--- config.mk ---
export PLATFORM = sky130hd
export DESIGN_NAME = kronos_hazard_ctrl
export DESIGN_NICKNAME = d
export VERILOG_FILES = /design/src/rtl/kronos_hazard_ctrl.sv
export SDC_FILE = /design/constraint.sdc
export NUM_CORES = 1
export LEC_CHECK = 0
export CAP_MARGIN = 0
export CORE_MARGIN = 1.5
export CORE_UTILIZATION = 40
export CTS_CLUSTER_DIAMETER = 40
export DETAILED_ROUTE_END_ITERATION = 10
export GPL_TIMING_DRIVEN = 0
export PLACE_DENSITY = 0.59
export SYNTH_ARGS = -nofsm -noshare
export SYNTH_HDL_FRONTEND = slang
export SYNTH_SLANG_ARGS = --single-unit
--- constraint.sdc ---
create_clock -name clk -period 3.3 [get_ports clk]
set_input_delay 0.66 -clock clk [delete_from_list [all_inputs] [get_ports clk]]
set_output_delay 0.66 -clock clk [all_outputs]
set_load 0.02 [all_outputs]
--- src/rtl/kronos_hazard_ctrl.sv ---
// Register scoreboard and ID->EX issue gate for the two-cycle EX stage.
// Tracks in-flight writes per register, stalls on RAW/WAW-saturation, selects WB forwarding.
//
// Ports:
//   clk, rst                   clock, async active-high reset
//   id_vld / id_rdy            ID->EX handshake (id_rdy = issue)
//   id_rs1/2, id_rs1/2_read    source operands of the ID instruction
//   id_rd, id_rd_write         destination of the ID instruction
//   ex_in_vld / ex_in_rdy      valid to EX, EX ready
//   wb_vld, wb_rd, wb_rd_write retiring instruction
//   fwd_rs1, fwd_rs2           take operand from WB write data
//   flush                      drop all tracking
//   stall, busy, err_underflow status
module kronos_hazard_ctrl #(
  parameter int CNT_W = 2
) (
  input  logic       clk,
  input  logic       rst,
  input  logic       id_vld,
  output logic       id_rdy,
  input  logic [4:0] id_rs1,
  input  logic       id_rs1_read,
  input  logic [4:0] id_rs2,
  input  logic       id_rs2_read,
  input  logic [4:0] id_rd,
  input  logic       id_rd_write,
  output logic       ex_in_vld,
  input  logic       ex_in_rdy,
  input  logic       wb_vld,
  input  logic [4:0] wb_rd,
  input  logic       wb_rd_write,
  output logic       fwd_rs1,
  output logic       fwd_rs2,
  input  logic       flush,
  output logic       stall,
  output logic       busy,
  output logic       err_underflow
);

  localparam logic [CNT_W-1:0] MAX = '1;
  localparam logic [CNT_W-1:0] ONE = CNT_W'(1);

  logic [CNT_W-1:0] cnt_q [32];
  logic [CNT_W-1:0] cnt_d [32];
  logic             err_q, err_d;

  logic ret, pend1, pend2, haz1, haz2, sat, issue;

  always_comb begin
    ret   = wb_vld & wb_rd_write & (wb_rd != 5'd0);
    pend1 = id_rs1_read & (id_rs1 != 5'd0)
          & (cnt_q[id_rs1] != '0);
    pend2 = id_rs2_read & (id_rs2 != 5'd0)
          & (cnt_q[id_rs2] != '0);
    // Last outstanding write retires now: bypass instead of stalling.
    fwd_rs1 = pend1 & ret & (wb_rd == id_rs1)
            & (cnt_q[id_rs1] == ONE);
    fwd_rs2 = pend2 & ret & (wb_rd == id_rs2)
            & (cnt_q[id_rs2] == ONE);
    haz1 = pend1 & ~fwd_rs1;
    haz2 = pend2 & ~fwd_rs2;
    // A full counter can still take a writer if one retires this cycle.
    sat = id_rd_write & (id_rd != 5'd0)
        & (cnt_q[id_rd] == MAX)
        & ~(ret & (wb_rd == id_rd));
    stall     = id_vld & (haz1 | haz2 | sat | flush);
    ex_in_vld = id_vld & ~stall;
    issue     = ex_in_vld & ex_in_rdy;
    id_rdy    = issue;
  end

  always_comb begin
    busy = 1'b0;
    for (int r = 1; r < 32; r++)
      busy = busy | (cnt_q[r] != '0);
  end

  always_comb begin
    logic inc, dec;
    cnt_d = cnt_q;
    err_d = err_q;
    inc   = 1'b0;
    dec   = 1'b0;
    cnt_d[0] = '0;
    for (int r = 1; r < 32; r++) begin
      inc = issue & id_rd_write & (id_rd == 5'(r));
      dec = ret & (wb_rd == 5'(r));
      if (flush)
        cnt_d[r] = '0;
      else if (dec && cnt_q[r] == '0)
        err_d = 1'b1;
      else if (inc && !dec)
        cnt_d[r] = cnt_q[r] + ONE;
      else if (dec && !inc)
        cnt_d[r] = cnt_q[r] - ONE;
    end
  end

  always_ff @(posedge clk or posedge rst) begin
    if (rst) begin
      for (int r = 0; r < 32; r++)
        cnt_q[r] <= '0;
      err_q <= 1'b0;
    end else begin
      for (int r = 0; r < 32; r++)
        cnt_q[r] <= cnt_d[r];
      err_q <= err_d;
    end
  end

  assign err_underflow = err_q;

endmodule
==> results of run 1 <==
cell usage after synthesis, types with 9 or more instances:
| cell type | number | share of area (%) |
|---|---|---|
| a211oi_1 | 14 | 1.5 |
| a21oi_1 | 25 | 1.8 |
| a221oi_1 | 14 | 1.8 |
| a311oi_1 | 10 | 1.3 |
| a31oi_1 | 15 | 1.4 |
| and3_1 | 32 | 2.9 |
| buf_2 | 18 | 1.3 |
| clkbuf_1 | 50 | 2.8 |
| dfrtp_1 | 63 | 23 |
| inv_1 | 29 | 1.6 |
| mux2i_1 | 9 | 1.3 |
| mux4_2 | 36 | 12 |
| nand2_1 | 71 | 3.9 |
| nand2b_1 | 14 | 1.3 |
| nand3_1 | 40 | 2.9 |
| nand4_1 | 16 | 1.5 |
| nor2_1 | 61 | 3.4 |
| nor2b_1 | 19 | 1.7 |
| nor3_1 | 54 | 4.0 |
| nor4_1 | 14 | 1.3 |
| o211ai_1 | 12 | 1.3 |
| o21ai_0 | 43 | 3.2 |
| xnor2_1 | 28 | 3.6 |
| xor2_1 | 9 | 1.2 |
layer usage:
layer,GRT usage (%),vias to the layer above
met5,0,-
met4,22.6,0
met3,8.14,138
met2,53.6,534
met1,45.6,3687
li1,-,3252
sequential cells by signal, indices dropped and copies added (netlist names):
name / cells
cnt_q: 62
err_underflow: 1
report_power, final:
part,internal (mW),leakage (nW),switching [mW]
Combinational,0.202,2.11,0.340
Sequential,0.776,0.848,0.00956
Clock,0.702,0.160,0.367
Total,1.68,3.12,0.717
metrics by stage:
stage | area (µm²) | power [mW] | instances | hold WS [ns]
floorplan | 6820 | 1.07 | 832 | 0.532
global placement | 7330 | 1.23 | 1075 | 0.480
detailed placement | 7330 | 1.23 | 1075 | 0.467
CTS | 7960 | 2.35 | 1088 | 0.491
global route | 8320 | 2.47 | 1100 | 0.518
finish | 8320 | 2.40 | 1100 | 0.483
how the worst min path moves through the flow:
stage | start | end | slack, ns
floorplan | cnt_q[42] | cnt_q[42] | 0.53
global placement | err_underflow | err_underflow | 0.48
detailed placement | err_underflow | err_underflow | 0.47
CTS | err_underflow | err_underflow | 0.49
global route | err_underflow | err_underflow | 0.52
finish | err_underflow | err_underflow | 0.48
repair_timing:
action | CTS | global route
endpoints found under the hold margin | 0 | 0
setup buffers | 12 | 18
pin swaps | 8 | 19
gates cloned | 1 | 0
setup endpoints to repair | 67 | 57
resized for setup | 102 | 73
cell type report:
cell class	count	area (µm²)
Fill cell	1624	8270
Multi-Input combinational cell	659	5060
Sequential cell	63	1600
Timing Repair Buffer	54	480
Buffer	59	463
Tap cell	220	275
Clock buffer	13	260
Inverter	29	111
Clock inverter	3	65.1
logic make-up after synthesis:
family | after synthesis
simple gates | 370
mux | 51
compound gates | 201
flops | 63
xor+xnor | 37
buf+inv | 110
worst reg2reg max path, stage by stage (launching register included):
cell	delay, ns
dfrtp_1	0.58
nand2_1	0.09
mux2_4	0.28
mux4_2	0.51
o32a_1	0.36
buf_4	0.16
nand4_4	0.20
buf_8	0.20
nor4_4	0.07
or3b_1	0.39
a221oi_2	0.30
==> results.md, run 1 <==
* Number of global-route vias before repair at 7407
* Root buffer cell: clkbuf_16
* Critical Path Start: cnt_q[55]
* Detailed-router iteration count before antenna repair at 5
* Mapped Nets at 862
* Failing checks: negative setup slack
* Worst R2R End: cnt_q[8]
* GRT Util Overall at 35.4%
* Gpl congestion at 1.02
* Worst skew pair latency at 0.35 ns
* Post-Synth XOR/XNOR Area at 4.76%
* CP required at 2.64 ns
* Netlist cell types at 75
* Number of routed nets with antenna violations at 0
* Worst reg2reg setup slack at 0.05 ns
* Setup Crit Path Kind: register to output pin
* Min cycle time layout at 3.44 ns
* Die Footprint at 17800 µm²
* Initial Util at 41.0%
* Cts bufs inserted at 9
* Netlist Area Pre-Place at 6800 µm²
* Min-Delay Path Class: register to register
* Per-cell routed wire length at 28.4 µm
* Worst rel slew slack at 30.9%
* Crit path capture: stall
* Commonest cells after routing, fill and taps aside: nand2_1 (70), nor2_1 (60), dfrtp_1 (47)
* Crit end category: output pin
* Die X at 133 µm
* Worst-path clk slew at 0.06 ns
* Adder-cell share of the synthesized area at 0%
* CP startpoint kind: register
* MaxCap Viol Count at 0
* First-pass GRT wire length at 46.3 mm
* Combinational family with the most area after synthesis: simple AND/OR/NAND/NOR gates
* Crit path cell chain: nand2_1 > mux2_4 > mux4_2 > o32a_1 > and4_4 > clkbuf_16 > nand2_4 > and2_4 > buf_6
* Yosys warns at 0
* Slew @ Worst Pin at 1.03 ns
* Worst Reg-to-Reg Cells at 10
* Setup-failing EPs final at 3
* Total Wirelength at 31.3 mm
* IO Pins at 37
* Crit-path max cell delay at 0.58 ns
* Hold Buf Count CTS at 0
* Number of antenna diodes at 0
* Met1 WL at 12.2 mm
* Vias at 7611
* Pleak at 3.12 nW
* Layout area overhead at 22.3%
* VDD IR-drop max at 238 µV
* Ys flop type: dfrtp_1
* CTS tree: built
* Row cnt at 47
* Hold Crit Depth at 1
* DP Worst Slack at -1.63 ns
* Core area at 16600 µm²
* Final net count at 905
* Post-synth ARST share at 100%
* Simple-Gate Fraction of Synth Area at 29.0%
* Post-synthesis mux area share at 14.5%
* Max Used Layer: met4
* GRT overflow at 0
* Synthesized area per cell at 8.17 µm²
* Commonest non-fill, non-tap cell in the layout: nand2_1
* Met3 wire length at 3.35 mm
* Vias per cell at 6.92
* Post-route clock skew at 0.00721 ns
* Clock Sinks at 63
* Setup_tns at -0.364 ns
* Htree depth at 3
* Largest net degree at the start of global routing at 64
* Crit-path leading delay family: multiplexers
* Outcome: finished with violations
* Iteration-0 DRC Markers at 979
* Post-layout util at 50.2%
* Routed wl met2 at 13.7 mm
* Fin. Hold Viols at 0
* Crit path depth at 9
* Clock Path Buffers at 2
* PD cells at 288 nW/µm²
* Synth Area in Compound Gates at 21.4%
* Number of enable flip-flop cells after synthesis at 0
* Unrepaired setup endpoints after global routing: yes
* Flops & latches, synth at 63
* Initial antenna violation count at 0
* Buffers & Inverters on Critical Path at 2
* DRC at 0
* Sequential area share after synthesis at 23.2%
* FMAX at 290 MHz
* Cells after synthesis at 832
* Die height at 133 µm
* Share of cells above drive strength 1 at 24.2%
* Dpl hpwl at 22.6 mm
* Crit path DAT at 2.78 ns
* Final Max Tran Viols at 0
* Port buffer count at 23
* Critical R2R Launch: cnt_q[55]
* Fin worst setup slack at -0.144 ns
* Tcrit/Tclk final at 104%
* Worst path slowest cell: dfrtp_1
* CP Max Fanout at 6
(Power assumes the default switching activity.)
==> run 2, diff against run 1 <==
- CORE_UTILIZATION: 40 -> 46
- PLACE_DENSITY: 0.59 -> 0.66
==> results.md, run 2 (synthesis gave the netlist of run 1 again) <==
* Fin. Hold Viols at 0
* Initial antenna violation count at 0
* VDD IR-drop max at 269 µV
* Final Max Tran Viols at 0
* Clock Path Buffers at 2
* Port buffer count at 23
* PD cells at 294 nW/µm²
* Worst skew pair latency at 0.36 ns
* Root buffer cell: clkbuf_16
* Total Wirelength at 30.9 mm
* GRT Util Overall at 39.2%
* Final net count at 907
* GRT overflow at 0
* Worst hold margin at 0.491 ns
* Commonest cells after routing, fill and taps aside: nand2_1 (70), nor2_1 (59), nor3_1 (46)
* Die Footprint at 15500 µm²
* Number of global-route vias before repair at 7133
* Largest net degree at the start of global routing at 64
* DP Worst Slack at -1.61 ns
* Fin worst setup slack at -0.120 ns
* CP Max Fanout at 7
* Crit path DAT at 2.76 ns
* FMAX at 292 MHz
* First-pass GRT wire length at 45.5 mm
* Row cnt at 44
* Min cycle time layout at 3.42 ns
* Pleak at 3.11 nW
* Core area at 14500 µm²
* Tcrit/Tclk final at 104%
* Htree depth at 3
* Vias per cell at 7.31
* CP required at 2.64 ns
* CP startpoint kind: primary input
* Share of cells above drive strength 1 at 26.0%
* MaxCap Viol Count at 0
* Clock Sinks at 63
* Worst rel slew slack at 26.5%
* Slew @ Worst Pin at 1.10 ns
* CTS tree: built
* Vias at 7795
* Worst-path clk slew at 0.06 ns
* Worst reg2reg setup slack at 0.08 ns
* Die height at 125 µm
* DRC at 0
* Max reg flops at 62
* Number of antenna diodes at 0
* Placed inst area at 7290 µm²
* Unrepaired setup endpoints after global routing: yes
* Dpl hpwl at 21.8 mm
* Cts bufs inserted at 9
* Top reg by flops: cnt_q
* Per-cell routed wire length at 29.0 µm
* Crit end category: output pin
* Setup Crit Path Kind: primary input to output pin
* Number of routed nets with antenna violations at 0
* Die X at 125 µm
* Commonest non-fill, non-tap cell in the layout: nand2_1
* Gpl congestion at 1.01
* Detailed-router iteration count before antenna repair at 6
* Layout area overhead at 21.9%
* Failing checks: negative setup slack
* Finished Cell Area at 8290 µm²
* Setup_tns at -0.279 ns
* Iteration-0 DRC Markers at 1082
* Min-Delay Path Class: register to register
* IO Pins at 37
* Post-route clock skew at 0.00764 ns
* Initial Util at 47.0%
* Outcome: finished with violations
* Setup-failing EPs final at 3
run 2: critical path: stages:
cell	delay [ns]
clkdlybuf4s15_1	0.30
xnor2_1	0.22
nand3_1	0.14
o41a_1	0.43
a32oi_1	0.24
and4_4	0.31
clkbuf_16	0.14
nand2_4	0.05
and2_4	0.15
buf_6	0.12
run 2: area by class of cell:
cell class,instances,area (µm²)
multi-input cells,659,5020
well taps,184,230
plain buffers,58,479
fillers,1341,6190
inverters,29,111
clock inverters,6,93.8
clock buffers,10,239
flip-flops and latches,63,1610
repair buffers,57,510
run 2: where the power goes:
part / total, mW / internal [mW] / switching [mW]
clock network: 1.10 / 0.686 / 0.410
registers: 0.785 / 0.775 / 0.00929
logic: 0.556 / 0.206 / 0.350
total: 2.44 / 1.67 / 0.769
run 2: timing repair:
action | 4_1_cts | 5_1_grt
setup buffers | 10 | 22
cloned | 1 | 1
pin swaps | 10 | 19
setup endpoints to repair | 68 | 59
hold buffers | 0 | 0
gates resized for setup | 93 | 118
run 2: per-layer routing:
layer	part of all wire (%)	GRT usage [%]
met5	0	0
met4	6.8	21.5
met3	12	10.0
met2	42	57.0
met1	39	53.2
run 2: stage by stage:
stage / total power [mW] / std cells / utilization, %
3_3_place_gp: 1.23 / 1039 / 50.3
4_1_cts: 2.36 / 1047 / 54.2
3_5_place_dp: 1.23 / 1039 / 50.3
2_1_floorplan: 1.07 / 832 / -
6_report: 2.44 / 1066 / 57.3
5_1_grt: 2.50 / 1066 / 57.3
run 2: final timing paths:
kind / endpoint / startpoint / depth (start not counted)
setup reg to reg: cnt_q[32] / cnt_q[48] / 10
setup / recovery: stall / id_rs1[4] / 10
min in group asynchronous: cnt_q[54] / rst / 2
max in group asynchronous: cnt_q[43] / rst / 2
hold / removal: err_underflow / err_underflow / 1
hold reg to reg: err_underflow / err_underflow / 1
